[config.mk]
export PLATFORM = sky130hd
export DESIGN_NAME = elastic_fifo_prefill
export DESIGN_NICKNAME = d
export VERILOG_FILES = /design/src/rtl/elastic_fifo_prefill_pkg.sv /design/src/rtl/ram_sdp_dist.sv /design/src/rtl/elastic_fifo_prefill.sv
export SDC_FILE = /design/constraint.sdc
export NUM_CORES = 1
export LEC_CHECK = 0
export CAP_MARGIN = 10
export CELL_PAD_IN_SITES_DETAIL_PLACEMENT = 0
export CELL_PAD_IN_SITES_GLOBAL_PLACEMENT = 1
export CORE_MARGIN = 2
export CORE_UTILIZATION = 53
export CTS_CLUSTER_DIAMETER = 200
export DETAILED_ROUTE_END_ITERATION = 16
export HOLD_SLACK_MARGIN = 0.1
export PLACE_DENSITY = 0.81
export SLEW_MARGIN = 40
export SYNTH_ARGS = -nofsm -noshare
export SYNTH_HDL_FRONTEND = slang
export SYNTH_SLANG_ARGS = --single-unit
export TNS_END_PERCENT = 20
[constraint.sdc]
create_clock -name clk -period 4 [get_ports clk]
set_input_delay 1.2 -clock clk [delete_from_list [all_inputs] [get_ports clk]]
set_output_delay 1.2 -clock clk [all_outputs]
set_load 0.03 [all_outputs]
[src/rtl/elastic_fifo_prefill_pkg.sv]
`default_nettype none
// ============================================================================
// Module      : elastic_fifo_prefill_pkg
// Description : Shared helpers for the prefill elastic FIFO.
// Revision    : 1.0 - initial release
// ============================================================================
package elastic_fifo_prefill_pkg;

   // A prefill level of zero would never arm reads meaningfully, so it is
   // promoted to one: the first stored word enables streaming.
   function automatic int unsigned prefill_threshold(input int unsigned level);
      return (level == 32'd0) ? 32'd1 : level;
   endfunction

endpackage
`default_nettype wire

[src/rtl/ram_sdp_dist.sv]
`default_nettype none
// ============================================================================
// Module      : ram_sdp_dist
// Description : Simple dual-port distributed storage. Synchronous write,
//               asynchronous read; no reset on the array contents.
// Revision    : 1.0 - initial release
// ============================================================================
module ram_sdp_dist #(
   parameter int WIDTH = 16,
   parameter int ADDR  = 4
) (
   input  logic             clk,
   input  logic             we,
   input  logic [ADDR-1:0]  waddr,
   input  logic [WIDTH-1:0] wdata,
   input  logic [ADDR-1:0]  raddr,
   output logic [WIDTH-1:0] rdata
);

   logic [WIDTH-1:0] r_mem [(1 << ADDR)];

   // Store the write word on the clock edge
   always_ff @(posedge clk) begin
      if (we) begin
         r_mem[waddr] <= wdata;
      end
   end

   // Read port is combinational; the parent registers the result
   always_comb begin
      rdata = r_mem[raddr];
   end

endmodule
`default_nettype wire

[src/rtl/elastic_fifo_prefill.sv]
`default_nettype none
// ============================================================================
// Module      : elastic_fifo_prefill
// Description : Single-clock elastic FIFO that withholds reads until a
//               run-time prefill level is reached, then streams with a
//               registered output. Sticky overrun/underrun flags, optional
//               re-arm of the prefill after an underrun.
// Revision    : 1.0 - initial release
// ============================================================================
module elastic_fifo_prefill
   import elastic_fifo_prefill_pkg::*;
#(
   parameter int                    DATA_WIDTH        = 16,
   parameter int                    DATA_DEPTH        = 4,
   parameter logic [DATA_WIDTH-1:0] INITIAL_VALUE     = '0,
   parameter int                    REARM_ON_UNDERRUN = 1
) (
   input  logic                  clk,
   input  logic                  srst,
   input  logic                  we,
   input  logic [DATA_WIDTH-1:0] data_in,
   input  logic                  re,
   input  logic [DATA_DEPTH-1:0] prefill,
   input  logic                  clr_err,
   output logic [DATA_WIDTH-1:0] data_out,
   output logic                  rd_stb,
   output logic                  valid,
   output logic [DATA_DEPTH:0]   fill,
   output logic                  overrun,
   output logic                  underrun
);

   typedef logic [DATA_DEPTH:0] fill_t;

   localparam int    C_CAPACITY = 1 << DATA_DEPTH;
   localparam fill_t C_FULL     = fill_t'(C_CAPACITY);

   logic [DATA_DEPTH-1:0] r_waddr;
   logic [DATA_DEPTH-1:0] r_raddr;
   logic [DATA_WIDTH-1:0] w_rdata;
   logic                  w_full;
   logic                  w_empty;
   logic                  w_rd_acc;
   logic                  w_wr_acc;
   logic                  w_overrun_evt;
   logic                  w_underrun_evt;
   logic                  w_rearm;
   fill_t                 w_thresh;
   fill_t                 w_fill_next;
   logic                  w_valid_next;

   // Accept/reject decisions for this cycle and the resulting fill/valid
   always_comb begin
      w_full         = (fill == C_FULL);
      w_empty        = (fill == '0);
      w_rd_acc       = re & valid & ~w_empty;
      // A read in the same cycle frees a slot, so a full FIFO still accepts
      w_wr_acc       = we & (~w_full | w_rd_acc);
      w_overrun_evt  = we & w_full & ~w_rd_acc;
      // Deliberately no write-to-read bypass when empty
      w_underrun_evt = re & valid & w_empty;
      w_rearm        = (REARM_ON_UNDERRUN != 0) && w_underrun_evt;
      w_thresh       = fill_t'(prefill_threshold(32'(prefill)));

      w_fill_next = fill;
      if (w_wr_acc && !w_rd_acc) begin
         w_fill_next = fill + fill_t'(1);
      end else if (!w_wr_acc && w_rd_acc) begin
         w_fill_next = fill - fill_t'(1);
      end

      // Once armed, prefill changes are ignored; re-arming underrun wins
      w_valid_next = valid;
      if (w_rearm) begin
         w_valid_next = 1'b0;
      end else if (!valid && (w_fill_next >= w_thresh)) begin
         w_valid_next = 1'b1;
      end
   end

   ram_sdp_dist #(
      .WIDTH (DATA_WIDTH),
      .ADDR  (DATA_DEPTH)
   ) u_ram (
      .clk   (clk),
      .we    (w_wr_acc & ~srst),
      .waddr (r_waddr),
      .wdata (data_in),
      .raddr (r_raddr),
      .rdata (w_rdata)
   );

   // Pointers, fill, arming, output register and sticky flags
   always_ff @(posedge clk) begin
      if (srst) begin
         r_waddr  <= '0;
         r_raddr  <= '0;
         fill     <= '0;
         valid    <= 1'b0;
         rd_stb   <= 1'b0;
         overrun  <= 1'b0;
         underrun <= 1'b0;
         data_out <= INITIAL_VALUE;
      end else begin
         if (w_wr_acc) begin
            r_waddr <= r_waddr + 1'b1;
         end
         if (w_rd_acc) begin
            r_raddr  <= r_raddr + 1'b1;
            data_out <= w_rdata;
         end
         fill     <= w_fill_next;
         valid    <= w_valid_next;
         rd_stb   <= w_rd_acc;
         // A fresh error in the clearing cycle keeps its flag set
         overrun  <= w_overrun_evt  | (overrun  & ~clr_err);
         underrun <= w_underrun_evt | (underrun & ~clr_err);
      end
   end

endmodule
`default_nettype wire

==> key figures <==
Flow run
  • Max-Cap Viols: 0

Cells and area
  • Layout area overhead: 16.9%
  • ANT cells: 0
  • Final instance area: 0.0133 sq mm
  • Layout cell share with drive strength beyond 1: 24.1%
  • Filler cells: 1,440
  • Final layout net count: 695
  • Non-Filler Instances: 956

Logic synthesis
  • Mapped Area: 0.0114 sq mm
  • Post-synth top area cell: edfxtp_1
  • Syn. warnings: 0
  • Largest family of logic cells by synthesized area: multiplexers
  • Register bit total from synthesis: 289
  • Post-synth EDFFs: 256
  • Seq/Total Area, Yosys: 73.4%
  • Syn_area_per_cell: 19.9 sq um
  • Ys flop type: edfxtp_1
  • Synthesized instance count: 571
  • Complex-gate fraction of the synthesized area: 3.06%
  • Cell with the most instances after synthesis: edfxtp_1
  • XOR/XNOR share of the synthesized area: 0.539%
  • Syn Nets: 607
  • Post-synth top area share: 67.5%
  • Synth cell types: 52
  • Fraction of registers with async set/reset: 0%
  • Adder-Cell Fraction of Synth Area: 1.21%
  • Mux share of post-synthesis cell area: 15.8%
  • Dominant cells by area after synthesis: edfxtp_1, mux4_2, dfxtp_1
  • Top post-synthesis cells by count: edfxtp_1, mux4_2, mux2i_1
  • Post-synthesis simple-gate area fraction: 4.20%

Timing
  • Fmax: 321 MHz
  • Fin Clk Skew: 0.0118 ns
  • Final setup violation count: 0
  • Slew Limit Fails: 0
  • Final Critical Period: 3.12 ns
  • Worst hold slack: 0.512 ns
  • Setup TNS Final: 0 ns
  • Fin crit share: 77.9%
  • PnR worst setup slack: 0.884 ns
  • Final Hold Vio Count: 0
  • Unrepaired setup endpoints after global routing: no
  • Worst Max-Slew Pin Slew: 0.735 ns
  • Max_slew headroom: 50.9%

Worst setup path
  • CP cell instances: clkdlybuf4s50_1, and2_1, buf_4, nand3_2, o22ai_1, xor2_1, ha_1, nor4_1, a211o_1, a221oi_1
  • Worst setup path class: primary input to register
  • WP data arrival: 3.55 ns
  • FF-to-FF setup slack: 1.05 ns
  • R2R depth: 10
  • RR Startpoint: fill[0]$_SDFF_PP0_
  • CP max FO: 5
  • Kind of cell adding the most delay to the critical path: compound AO/OA/AOI/OAI gates
  • Critical-path top delay cell: clkdlybuf4s50_1
  • Required time worst endpoint: 4.43 ns
  • Reg-to-Reg End: valid$_SDFFE_PP0P_
  • Crit end category: register
  • CP Launch Type: primary input
  • Crit path depth: 10
  • Buffers and inverters on the worst path: 2
  • Largest stage delay, worst path: 0.53 ns

Clocking
  • CTS resizes: 0
  • Clock Path Buffers: 3
  • Clk slew on worst S/H paths: 0.06 ns
  • Root Driver: clkbuf_16
  • Worst skew pair latency: 0.53 ns
  • # hold bufs at CTS: 0
  • Post-CTS Repair Setup Buffers: 0
  • CTS H-tree depth: 1
  • Num CTS Buffers: 28
  • CTS tree: yes
  • # clock sinks: 289

Routing
  • Wire per inst: 24.8 um
  • Antenna-violating nets left: 0
  • First-pass DRT Iterations: 6
  • Vias: 5,842
  • WL final: 23.7 mm
  • # DRC: 0
  • Vias per Instance: 6.11
  • DR iter-0 viols: 378

Die
  • Core area: 0.0210 sq mm
  • Std-Cell Rows: 53
  • Initial Util: 54.1%
  • Die height: 151 um
  • Die footprint: 0.0227 sq mm
  • Boundary Pins: 50
  • Die width: 151 um

Place
  • Placement Cell Area: 0.0124 sq mm
  • Pre-CTS WS: 0.373 ns
  • Port bufs: 49
  • DPL Wire Length: 14.8 mm
  • Cell count after placement: 903
  • Final Wtd Congestion: 0.793

Power
  • PwrDens: 463 mW/mm^2
  • Leak: 4.23 nW
  • Peak supply drop: 360 uV

GRT
  • Grt total ovfl: 0
  • GRT Util Overall: 21.8%
  • First-pass GRT wire length: 36.2 mm
  • Largest net degree at the start of global routing: 40
  • Via count of the first global-routing pass: 6,093
  • Initial antenna violation count: 0

Worst hold path
  • Hold path depth: 2
  • Hold Crit Class: register to register
  • HP Start: data_out[10]$_SDFFE_PP0N_
  • WHS Endpoint: data_out[10]$_SDFFE_PP0N_

Status
  • Status: completed
-- final cells by class --
class	count	area, sq um	share of cell area [%]
repair buffers	91	831	6.24
flip-flops and latches	289	8360	62.8
clock buffers	38	769	5.78
well taps	275	344	2.59
inverters	10	37.5	0.282
clock inverters	14	118	0.884
multi-input cells	239	2850	21.4
-- layer usage --
| metal | vias to the layer above | wire length, um | track usage (%) |
|---|---|---|---|
| met2 | 207 | 11900 | 36.6 |
| met1 | 3067 | 9810 | 29.7 |
| met4 | 0 | 499 | 5.66 |
| met3 | 41 | 1480 | 4.15 |
| li1 | 2527 | - | - |
| met5 | - | 0 | 0 |
-- sequential cells by signal (all words and copies together), names as in the netlist --
register and cells:
overrun 1, r_waddr 4, r_raddr 4, rd_stb 1, u_ram.r_mem 256, underrun 1
valid 1, data_out 16, fill 5
-- worst min-delay path, stage by stage (launching register included) --
cell,delay [ns]
dfxtp_1,0.33
nand3b_1,0.08
o221ai_1,0.07
-- through the flow --
step	total power [mW]	util, %
CTS	6.21	63.2
global placement	3.70	59.0
floorplan	3.58	-
detailed placement	3.71	59.0
finish	6.16	63.3
global route	6.35	63.3
-- worst max path at each step --
stage | from | to | slack [ns]
6_report | re | valid$_SDFFE_PP0P_ | 0.88
5_1_grt | re | valid$_SDFFE_PP0P_ | 0.68
4_1_cts | re | u_ram.r_mem[1][8]$_DFFE_PP_ | 0.91
3_5_place_dp | re | u_ram.r_mem[8][6]$_DFFE_PP_ | 0.37
3_3_place_gp | re | u_ram.r_mem[8][5]$_DFFE_PP_ | 0.37
2_1_floorplan | re | u_ram.r_mem[0][0]$_DFFE_PP_ | 0.51
-- kinds of logic after synthesis --
logic type,after synthesis
flip-flops,289
multiplexers,100
AND/OR/NAND/NOR,81
buffers and inverters,43
AO/OA/AOI/OAI,40
adder cells (fa/ha/maj),11
XOR/XNOR,7
-- power breakdown --
| part | total, mW | internal (mW) | leakage, nW | switching, mW |
|---|---|---|---|---|
| Combinational | 0.303 | 0.126 | 1.23 | 0.178 |
| Sequential | 3.35 | 3.31 | 2.58 | 0.0320 |
| Clock | 2.51 | 1.47 | 0.428 | 1.04 |
| Total | 6.16 | 4.91 | 4.23 | 1.25 |
-- placed cells by master (no fill, tap or decap), types with 2 or more instances in the layout --
cell / netlist / final
a211oi_1: 3 / 3
a21oi_1: 2 / 2
a221oi_1: 2 / 2
buf_12: 0 / 2
buf_4: 2 / 40
bufinv_16: 0 / 2
clkbuf_1: 15 / 8
clkbuf_16: 0 / 29
clkdlybuf4s50_1: 0 / 49
clkinv_1: 0 / 6
clkinv_2: 0 / 4
clkinvlp_4: 0 / 2
dfxtp_1: 33 / 30
dfxtp_4: 0 / 3
edfxtp_1: 256 / 256
ha_1: 11 / 11
inv_1: 10 / 10
mux2i_1: 35 / 35
mux4_2: 64 / 64
nand2_1: 9 / 9
nand2b_1: 2 / 2
nand3_1: 5 / 5
nand3b_1: 16 / 16
nor2_1: 25 / 25
nor3_1: 8 / 4
nor3_2: 1 / 5
nor4_1: 2 / 2
o21ai_0: 3 / 3
o221ai_1: 15 / 15
o22ai_1: 2 / 2
or3_1: 3 / 2
xnor2_1: 3 / 3
xor2_1: 4 / 4
Power figures use the tool's default switching activity.
